### src/rtl/rob_tag_ctrl_if.sv
// Issue, CDB writeback and commit signal bundle between decode/issue, the
// functional units, the regfile and the ROB tag controller.
interface rob_tag_ctrl_if #(
  parameter int ROB_DEPTH = 4
);
  localparam int TAG_W = $clog2(ROB_DEPTH);

  logic             issue_req;
  logic [4:0]       issue_rd_s;
  logic             issue_regf_we;
  logic             issue_ready;
  logic [TAG_W-1:0] issue_tag;

  logic             cdb_valid;
  logic [TAG_W-1:0] cdb_tag;
  logic [31:0]      cdb_value;

  logic             rob_commit;
  logic             rob_commit_regf_we;
  logic [4:0]       rob_commit_rd_s;
  logic [31:0]      rob_commit_rd_v;
  logic [TAG_W-1:0] rob_commit_tag;

  modport master (
    output issue_req, issue_rd_s, issue_regf_we,
    output cdb_valid, cdb_tag, cdb_value,
    input  issue_ready, issue_tag,
    input  rob_commit, rob_commit_regf_we, rob_commit_rd_s, rob_commit_rd_v, rob_commit_tag
  );

  modport slave (
    input  issue_req, issue_rd_s, issue_regf_we,
    input  cdb_valid, cdb_tag, cdb_value,
    output issue_ready, issue_tag,
    output rob_commit, rob_commit_regf_we, rob_commit_rd_s, rob_commit_rd_v, rob_commit_tag
  );
endinterface

### src/rtl/rob_tag_ctrl.sv
// Reorder-buffer tag controller: allocates tags at issue, records CDB completion,
// retires in order. Define ROB_COMMIT_BYPASS_EN to let a CDB hit on the head commit at once.
module rob_tag_ctrl #(
  parameter int ROB_DEPTH = 4
) (
  input  logic                        clk,
  input  logic                        rst_n,
  input  logic                        flush,
  rob_tag_ctrl_if.slave               bus,
  output logic [$clog2(ROB_DEPTH):0]  rob_count,
  output logic                        flush_busy
);
  localparam int TAG_W = $clog2(ROB_DEPTH);

  typedef logic [TAG_W:0]   ptr_t;
  typedef logic [TAG_W-1:0] tag_t;
  typedef enum logic { ST_RUN, ST_FLUSH } state_t;

  state_t                 state;
  ptr_t                   head;
  ptr_t                   tail;
  logic [ROB_DEPTH-1:0]   valid;
  logic [ROB_DEPTH-1:0]   done;
  logic [ROB_DEPTH-1:0]   regf_we_q;
  logic [4:0]             rd_s_q  [ROB_DEPTH];
  logic [31:0]            value_q [ROB_DEPTH];

  tag_t head_idx;
  tag_t tail_idx;
  logic full;
  logic run_ok;
  logic issue_fire;
  logic cdb_fire;
  logic bypass_hit;
  logic commit_fire;

  assign head_idx = head[TAG_W-1:0];
  assign tail_idx = tail[TAG_W-1:0];

  // Wrap bits differ with equal indices: tail has lapped head exactly once.
  assign full   = (head_idx == tail_idx) && (head[TAG_W] != tail[TAG_W]);
  assign run_ok = (state == ST_RUN) && !flush;

  assign issue_fire = bus.issue_req && bus.issue_ready;
  assign cdb_fire   = bus.cdb_valid && run_ok && valid[bus.cdb_tag];

`ifdef ROB_COMMIT_BYPASS_EN
  assign bypass_hit = valid[head_idx] && !done[head_idx] && bus.cdb_valid &&
                      (bus.cdb_tag == head_idx) && run_ok;
`else
  assign bypass_hit = 1'b0;
`endif

  assign commit_fire = (valid[head_idx] && done[head_idx] && run_ok) || bypass_hit;

  assign bus.issue_ready    = !full && run_ok;
  assign bus.issue_tag      = tail_idx;
  assign bus.rob_commit     = commit_fire;
  assign bus.rob_commit_tag = head_idx;
  assign rob_count          = tail - head;

  // NOTE: every output written here gets a default first so no latch is inferred.
  always_comb begin
    bus.rob_commit_regf_we = 1'b0;
    bus.rob_commit_rd_s    = '0;
    bus.rob_commit_rd_v    = '0;
    if (commit_fire) begin
      bus.rob_commit_regf_we = regf_we_q[head_idx];
      bus.rob_commit_rd_s    = rd_s_q[head_idx];
      bus.rob_commit_rd_v    = bypass_hit ? bus.cdb_value : value_q[head_idx];
    end
  end

  // NOTE: sequential state uses non-blocking assignments so every register
  // samples pre-edge values regardless of block ordering.
  always_ff @(posedge clk or negedge rst_n) begin
    if (!rst_n) begin
      state      <= ST_RUN;
      flush_busy <= 1'b0;
    end else begin
      case (state)
        ST_RUN: begin
          if (flush) begin
            state      <= ST_FLUSH;
            flush_busy <= 1'b1;
          end
        end
        ST_FLUSH: begin
          if (flush) begin
            state      <= ST_FLUSH;
            flush_busy <= 1'b1;
          end else begin
            state      <= ST_RUN;
            flush_busy <= 1'b0;
          end
        end
        default: begin
          state      <= ST_RUN;
          flush_busy <= 1'b0;
        end
      endcase
    end
  end

  // Occupancy bookkeeping. Issue and CDB never target the same slot (the tail
  // slot is invalid unless full), and issue/commit only share a slot when the
  // ROB is full or empty, where one of them is blocked.
  always_ff @(posedge clk or negedge rst_n) begin
    if (!rst_n) begin
      valid <= '0;
      done  <= '0;
      head  <= '0;
      tail  <= '0;
    end else if (flush) begin
      valid <= '0;
      done  <= '0;
      head  <= '0;
      tail  <= '0;
    end else begin
      if (issue_fire) begin
        valid[tail_idx] <= 1'b1;
        done[tail_idx]  <= 1'b0;
        tail            <= tail + ptr_t'(1);
      end
      if (cdb_fire) begin
        done[bus.cdb_tag] <= 1'b1;
      end
      if (commit_fire) begin
        valid[head_idx] <= 1'b0;
        head            <= head + ptr_t'(1);
      end
    end
  end

  // NOTE: payload storage has no reset; it is only observed through
  // valid-gated commit outputs, and every allocation rewrites it.
  always_ff @(posedge clk) begin
    if (issue_fire) begin
      regf_we_q[tail_idx] <= bus.issue_regf_we;
      rd_s_q[tail_idx]    <= bus.issue_rd_s;
      value_q[tail_idx]   <= '0;
    end
    if (cdb_fire) begin
      value_q[bus.cdb_tag] <= bus.cdb_value;
    end
  end

endmodule

### src/flat_wrapper.sv
// flat-port wrapper written by rule: the top's interface ports become plain ports
module rob_tag_ctrl_flat 
#(
  parameter int ROB_DEPTH = 4
)
  (clk, rst_n, flush, rob_count, flush_busy, bus_issue_req, bus_issue_rd_s, bus_issue_regf_we, bus_cdb_valid, bus_cdb_tag, bus_cdb_value, bus_issue_ready, bus_issue_tag, bus_rob_commit, bus_rob_commit_regf_we, bus_rob_commit_rd_s, bus_rob_commit_rd_v, bus_rob_commit_tag);
  rob_tag_ctrl_if #(.ROB_DEPTH(ROB_DEPTH)) bus_i ();
  input  logic clk;
  input  logic rst_n;
  input  logic flush;
  output logic [$clog2(ROB_DEPTH):0] rob_count;
  output logic flush_busy;
  input wire logic [$bits(bus_i.issue_req)-1:0] bus_issue_req;
  input wire logic [$bits(bus_i.issue_rd_s)-1:0] bus_issue_rd_s;
  input wire logic [$bits(bus_i.issue_regf_we)-1:0] bus_issue_regf_we;
  input wire logic [$bits(bus_i.cdb_valid)-1:0] bus_cdb_valid;
  input wire logic [$bits(bus_i.cdb_tag)-1:0] bus_cdb_tag;
  input wire logic [$bits(bus_i.cdb_value)-1:0] bus_cdb_value;
  output wire logic [$bits(bus_i.issue_ready)-1:0] bus_issue_ready;
  output wire logic [$bits(bus_i.issue_tag)-1:0] bus_issue_tag;
  output wire logic [$bits(bus_i.rob_commit)-1:0] bus_rob_commit;
  output wire logic [$bits(bus_i.rob_commit_regf_we)-1:0] bus_rob_commit_regf_we;
  output wire logic [$bits(bus_i.rob_commit_rd_s)-1:0] bus_rob_commit_rd_s;
  output wire logic [$bits(bus_i.rob_commit_rd_v)-1:0] bus_rob_commit_rd_v;
  output wire logic [$bits(bus_i.rob_commit_tag)-1:0] bus_rob_commit_tag;
  assign bus_i.issue_req = bus_issue_req;
  assign bus_i.issue_rd_s = bus_issue_rd_s;
  assign bus_i.issue_regf_we = bus_issue_regf_we;
  assign bus_i.cdb_valid = bus_cdb_valid;
  assign bus_i.cdb_tag = bus_cdb_tag;
  assign bus_i.cdb_value = bus_cdb_value;
  assign bus_issue_ready = bus_i.issue_ready;
  assign bus_issue_tag = bus_i.issue_tag;
  assign bus_rob_commit = bus_i.rob_commit;
  assign bus_rob_commit_regf_we = bus_i.rob_commit_regf_we;
  assign bus_rob_commit_rd_s = bus_i.rob_commit_rd_s;
  assign bus_rob_commit_rd_v = bus_i.rob_commit_rd_v;
  assign bus_rob_commit_tag = bus_i.rob_commit_tag;
  rob_tag_ctrl #(.ROB_DEPTH(ROB_DEPTH)) u_core (.clk(clk), .rst_n(rst_n), .flush(flush), .bus(bus_i), .rob_count(rob_count), .flush_busy(flush_busy));
endmodule
### config.mk
export PLATFORM = sky130hd
export DESIGN_NAME = rob_tag_ctrl_flat
export DESIGN_NICKNAME = d
export VERILOG_FILES = /design/src/rtl/rob_tag_ctrl_if.sv /design/src/rtl/rob_tag_ctrl.sv /design/src/flat_wrapper.sv
export SDC_FILE = /design/constraint.sdc
export NUM_CORES = 1
export LEC_CHECK = 0
export ABC_AREA = 1
export BUFFER_PORTS_ARGS = -buffer_cell sky130_fd_sc_hd__buf_4
export CORE_MARGIN = 4
export CORE_UTILIZATION = 40
export DETAILED_ROUTE_END_ITERATION = 8
export SLEW_MARGIN = 0
export SYNTH_ARGS = -nofsm -noshare
export SYNTH_HDL_FRONTEND = slang
export SYNTH_SLANG_ARGS = --single-unit
### constraint.sdc
create_clock -name clk -period 6.15 [get_ports clk]
set_input_delay 0.3075 -clock clk [delete_from_list [all_inputs] [get_ports clk]]
set_output_delay 0.3075 -clock clk [all_outputs]
set_load 0.05 [all_outputs]
==> impl_metrics.json, run 1 <==
{
  "synth.area.top_cells": "edfxtp_1, nor2_1, o21ai_0",
  "cp_max_fo": 44,
  "detail_route.drc_violations": 0,
  "path_cells": "inv_2, nand3_1, nand3_2, a21oi_1, buf_4",
  "antenna_found_initial": 0,
  "synth_edf_count": 152,
  "arrival_ps": 4100,
  "cts_buffer_depth": 2,
  "grt_start_max_net_pins": 63,
  "num_antenna_cells": 0,
  "cts_tree": "yes",
  "syn_area_mm2": 0.00772,
  "fin_area_mm2": 0.00903,
  "timing.fmax_mhz": 227,
  "synth_top_area_share_pct": 59.1,
  "cts_root_buffer": "clkbuf_16",
  "wire_per_inst_um": 16.1,
  "synth-seq-cells": 168,
  "cts-htree-levels": 4,
  "cts.sinks": 168,
  "drv_slew": 0,
  "worstMarginPinSlew_ps": 1080,
  "cts_setup_buffers": 0,
  "wl_um": 17700,
  "insertion_delay_ps": 420,
  "synthFlopType": "edfxtp_1",
  "ant_nets": 0,
  "p_per_area_mw_per_mm2": 264,
  "vias": 5347,
  "hold_viol": 0,
  "die-height_um": 147,
  "routabilityCongestion": 0.762,
  "fin_ws_ps": 1740,
  "numCtsBuffers": 17,
  "io_pins": 93,
  "drtIter0Drc": 375,
  "dieArea_mm2": 0.0216,
  "cp_slowest_stage_delay_ps": 1050,
  "ys_top_cells_by_count": "nor2_1, edfxtp_1, o21ai_0",
  "multi_input_area_mm2": 0.00225,
  "dpl-instance-area_mm2": 0.00846,
  "viasPerCell": 4.87,
  "syn_nets": 813,
  "drt_first_pass_iters": 4,
  "leakage_nw": 3.54,
  "yosysMostFrequentCell": "nor2_1",
  "placementRows": 50,
  "yosys_warnings": 0,
  "port_buffers": 92,
  "status": "finished clean",
  "drive_gt1_share_pct": 16.5,
  "initial_core_util_pct": 41.0,
  "crit_path_start_kind": "register",
  "worstSetupEndpointType": "output port",
  "ys_seq_area_share_pct": 64.3,
  "clock_skew_ps": 9.82,
  "grt_pass1_wl_um": 28700,
  "async_flop_share_pct": 9.52,
  "fin_crit_sh_pct": 71.7,
  "area_delta_synth_final_pct": 16.9,
  "dpl_worst_slack_ps": 2160,
  "slowest_stage": "dfrtp_2",
  "syn_avg_cell_area_um2": 10.2,
  "hold_path.class": "in2reg",
  "criticalPathCategory": "reg2out",
  "hpwl_um": 10000,
  "die_w_um": 147,
  "grt_pass1_vias": 5408,
  "ys_types": 27,
  "finalSetupTns_ps": 0,
  "fill_cells": 1746,
  "coreArea_mm2": 0.0188,
  "grt_overflow": 0,
  "fin_hold_ws_ps": 89.2,
  "fin_nets": 881,
  "required_ps": 5840,
  "synth_top_area_cell": "edfxtp_1",
  "final.min_clock_period_ps": 4410,
  "vdd_drop_max_mv": 0.194,
  "drv_cap": 0,
  "relSlewSlack_pct": 28.2,
  "setup_violations": 0,
  "clk_pin_slew_ps": 60,
  "rsz0062_at_grt": "no",
  "regArea_mm2": 0.00497,
  "grt_usage_pct": 17.0,
  "synthCells": 757
}
-- layout make-up --
| class | count | area share [%] |
|---|---|---|
| inverter | 55 | 2.29 |
| timing repair buffer | 95 | 7.93 |
| multi-input combinational | 488 | 24.9 |
| clock inverter | 13 | 1.41 |
| tap | 260 | 3.60 |
| clock buffer | 19 | 4.80 |
| sequential | 168 | 55.0 |
-- registers in the layout, indices dropped and copies added, names as in the netlist --
name / count
u_core.done: 4
u_core.head: 3
u_core.regf_we_q: 4
u_core.value_q: 128
u_core.valid: 4
u_core.state: 1
u_core.flush_busy: 1
u_core.rd_s_q: 20
u_core.tail: 3
-- kinds of logic after synthesis --
family / count (synthesis) / share of synthesized area, %
AOI/OAI and AO/OA: 128 / 8.43
adders and majority gates: 11 / 1.88
and+or+nand+nor: 346 / 18.4
DFF: 168 / 64.3
buffers and inverters: 101 / 6.68
xor gates and xnor gates: 3 / 0.340
-- per-stage QoR --
step | instances | power (mW) | util (%)
2_1_floorplan | 757 | 1.34 | -
3_3_place_gp | 1065 | 1.39 | 44.9
3_5_place_dp | 1065 | 1.39 | 44.9
4_1_cts | 1098 | 2.40 | 47.9
5_1_grt | 1098 | 2.46 | 47.9
6_report | 1098 | 2.39 | 47.9
-- placed cells by master (no fill, tap or decap), types with 3 or more instances in the layout --
| master | netlist | routed |
|---|---|---|
| a21oi_1 | 43 | 43 |
| buf_4 | 5 | 94 |
| clkbuf_16 | 0 | 17 |
| clkinv_1 | 0 | 3 |
| clkinv_2 | 0 | 3 |
| dfrtp_1 | 16 | 14 |
| edfxtp_1 | 152 | 152 |
| ha_1 | 10 | 10 |
| inv_1 | 53 | 52 |
| inv_2 | 2 | 3 |
| nand2_1 | 29 | 25 |
| nand2_2 | 0 | 4 |
| nand3_1 | 11 | 11 |
| nand3_4 | 3 | 3 |
| nand4_1 | 4 | 4 |
| nor2_1 | 293 | 293 |
| o21ai_0 | 81 | 81 |
| o21bai_1 | 4 | 4 |
-- worst max-delay path, delay by kind of cell, from the launching register on --
kind | cells | cell delay [ps]
DFF | 1 | 1050
AOI/OAI and AO/OA | 1 | 570
buffers and inverters | 2 | 920
and+or+nand+nor | 2 | 1100
-- what timing repair did --
item / 4_1_cts / 5_1_grt
hold endpoints to repair: 16 / 0
resized for setup: 0 / 0
hold buffers: 1 / 0
-- path summary, 6_finish.rpt --
| kind | depth (start not counted) | start | to | slack [ps] |
|---|---|---|---|---|
| setup / recovery | 5 | u_core.head[1] | bus_rob_commit_rd_v[15] | 1740 |
| hold / removal | 1 | bus_issue_rd_s[0] | u_core.rd_s_q[0][0] | 90 |
| hold reg to reg | 2 | u_core.flush_busy | u_core.flush_busy | 480 |
| max in group asynchronous | 2 | rst_n | u_core.head[1] | 5650 |
| min in group asynchronous | 2 | rst_n | u_core.done[3] | 290 |
| setup reg to reg | 7 | u_core.head[1] | u_core.value_q[1][1] | 2350 |
-- per-layer routing --
metal | vias to the layer above | share of wire [%] | track usage [%] | wire length (um)
li1 | 2635 | - | - | -
met5 | - | 0 | 0 | 0
met4 | 0 | 1.6 | 5.27 | 282
met1 | 2551 | 43 | 21.4 | 7590
met2 | 145 | 49 | 29.2 | 8730
met3 | 16 | 6.3 | 4.19 | 1120
-- power breakdown --
| group | switching, mW | internal [mW] |
|---|---|---|
| Sequential | 0.00639 | 1.25 |
| Clock | 0.426 | 0.594 |
| Combinational | 0.0702 | 0.0356 |
| Total | 0.502 | 1.88 |
Note: power is estimated with default switching activity, not from simulation.
==> inputs of run 2 (changes only) <==
- clock period: 6.15 -> 4.61 ns (I/O delays scaled with it)
==> run 2 against run 1 <==
Effect of this change:
- design area increased by 0.25%
- critical path type unchanged
- setup slack lost 860 ps
- sequential power up 33%
- largest cell class unchanged
- wire length is essentially flat
- global-route usage shrank 0.19 points
- via count is 1.1% higher
- register-to-register slack worse by 730 ps
- hold slack worse by 74 ps
- critical endpoint is now bus_rob_commit_rd_s[0]
- flip-flop and latch count unchanged
- clock-buffer cell count decreased by 2
- cell count up 0.55%
- critical path depth is 2 higher
==> impl_metrics.json, run 2 (synthesized netlist as in run 1, its figures left out) <==
{
  "status": "finished clean",
  "dieArea_mm2": 0.0216,
  "cts-resized-gates": 0,
  "grt_pass1_wl_um": 28700,
  "rsz0062_at_grt": "no",
  "worstMarginPinSlew_ps": 910,
  "r2r-end": "u_core.valid[2]",
  "p_per_area_mw_per_mm2": 343,
  "fin_nets": 887,
  "numCtsBuffers": 17,
  "cts_tree": "yes",
  "relSlewSlack_pct": 39.1,
  "place_inst": 1067,
  "area_delta_synth_final_pct": 17.2,
  "finalPower_mw": 3.11,
  "coreArea_mm2": 0.0188,
  "crit_path_start_kind": "register",
  "hold_path.class": "in2reg",
  "final_core_util_pct": 48.1,
  "detail_route.drc_violations": 0,
  "top_register": "u_core.value_q",
  "hold_viol": 0,
  "cts_root_buffer": "clkbuf_16",
  "largest_reg_flops": 128,
  "grt_overflow": 0,
  "drt-met1-wl_um": 7810,
  "drv_cap": 0,
  "layout_common_cells": "nor2_1, edfxtp_1, buf_4",
  "startpoint": "u_core.head[0]",
  "criticalPathCategory": "reg2out",
  "cts-htree-levels": 4,
  "initial_core_util_pct": 41.0,
  "drive_gt1_share_pct": 17.1,
  "final.min_clock_period_ps": 3730,
  "hpwl_um": 10800,
  "worstSetupEndpointType": "output port",
  "insertion_delay_ps": 420,
  "layoutNonFillerInstCount": 1104,
  "drtIter0Drc": 294,
  "wire_per_inst_um": 16.0,
  "timing.fmax_mhz": 268,
  "cts_buffer_depth": 2,
  "io_pins": 93,
  "antenna_found_initial": 0,
  "port_buffers": 92,
  "routabilityCongestion": 0.746,
  "crit_end": "bus_rob_commit_rd_s[0]",
  "ff2ff_setup_slack_ps": 1620,
  "placementRows": 50,
  "met3_length_um": 871,
  "wl_um": 17700,
  "fin_hold_ws_ps": 15.0,
  "leakage_nw": 3.55,
  "finalSetupTns_ps": 0,
  "clock_skew_ps": 6.71,
  "die-height_um": 147,
  "arrival_ps": 3500,
  "cts.sinks": 168,
  "vdd_drop_max_mv": 0.276,
  "routed.top_layer": "met4",
  "timing.rr.start": "u_core.head[0]",
  "grt_pass1_vias": 5533,
  "required_ps": 4380,
  "ant_nets": 0,
  "drv_slew": 0,
  "die_w_um": 147,
  "layout_commonest_cell": "nor2_1",
  "dr_wl_met2_um": 8790,
  "setup_violations": 0,
  "fin_crit_sh_pct": 80.9,
  "num_antenna_cells": 0,
  "drt_first_pass_iters": 5,
  "reg2reg_depth": 7,
  "viasPerCell": 4.89,
  "cp_max_fo": 44,
  "clk_pin_slew_ps": 60,
  "vias": 5404,
  "top_regs": "u_core.value_q x128, u_core.rd_s_q x20",
  "grt_usage_pct": 16.9,
  "grt_start_max_net_pins": 49
}
## run 2: cell count changes in the layout (fill, tap and decap cells not counted), sizes merged
cell / before / now
clkinvlp: 2 / 4
buf: 94 / 96
inv: 57 / 58
bufinv: 2 / 0
clkbuf: 19 / 17
clkinv: 7 / 8
dlygate4sd3: 1 / 5
## run 2: worst max-delay path: stages (launching register included)
cell and delay (ps):
dfrtp_2 930, buf_4 520, nand3_1 130, nand3_1 130, nand3_2 520, buf_4 440, a21oi_1 160, buf_4 220
## run 2: routing by layer
metal	vias to the layer above	global-route usage, %
met5	-	0
li1	2650	-
met1	2609	21.4
met3	15	3.27
met2	130	29.1
met4	0	5.50
## run 2: cell type report
cell class	count	area, um2
fillers	1778	9780
flip-flops and latches	168	4970
multi-input cells	488	2250
repair buffers	101	771
clock buffers	17	425
well taps	260	325
inverters	55	206
clock inverters	15	103
## run 2: power breakdown
group          leakage (nW)  internal [mW]  switching [mW]
Sequential             1.60           1.67         0.00867
Clock                 0.253          0.687           0.597
Combinational          1.70         0.0495          0.0944
## run 2: worst min-delay path by stage
stage | startpoint | endpoint | cells after the start
finish | bus_issue_regf_we | u_core.regf_we_q[1] | 1
global route | bus_issue_regf_we | u_core.regf_we_q[1] | 1
CTS | bus_issue_regf_we | u_core.regf_we_q[1] | 1
detailed placement | rst_n | u_core.state | 1
global placement | rst_n | u_core.flush_busy | 1
floorplan | rst_n | u_core.done[0] | 0
## run 2: metrics by stage
stage / worst slack [ps] / area [um2]
6_report: 880 / 9050
5_1_grt: 605 / 9050
4_1_cts: 833 / 9050
3_5_place_dp: 1310 / 8470
3_3_place_gp: 1360 / 8470
2_1_floorplan: 1950 / 7720
## run 2: repair_timing
item	4_1_cts	5_1_grt
buffers inserted	0	0
endpoints found under the hold margin	31	0
hold buffers	5	0
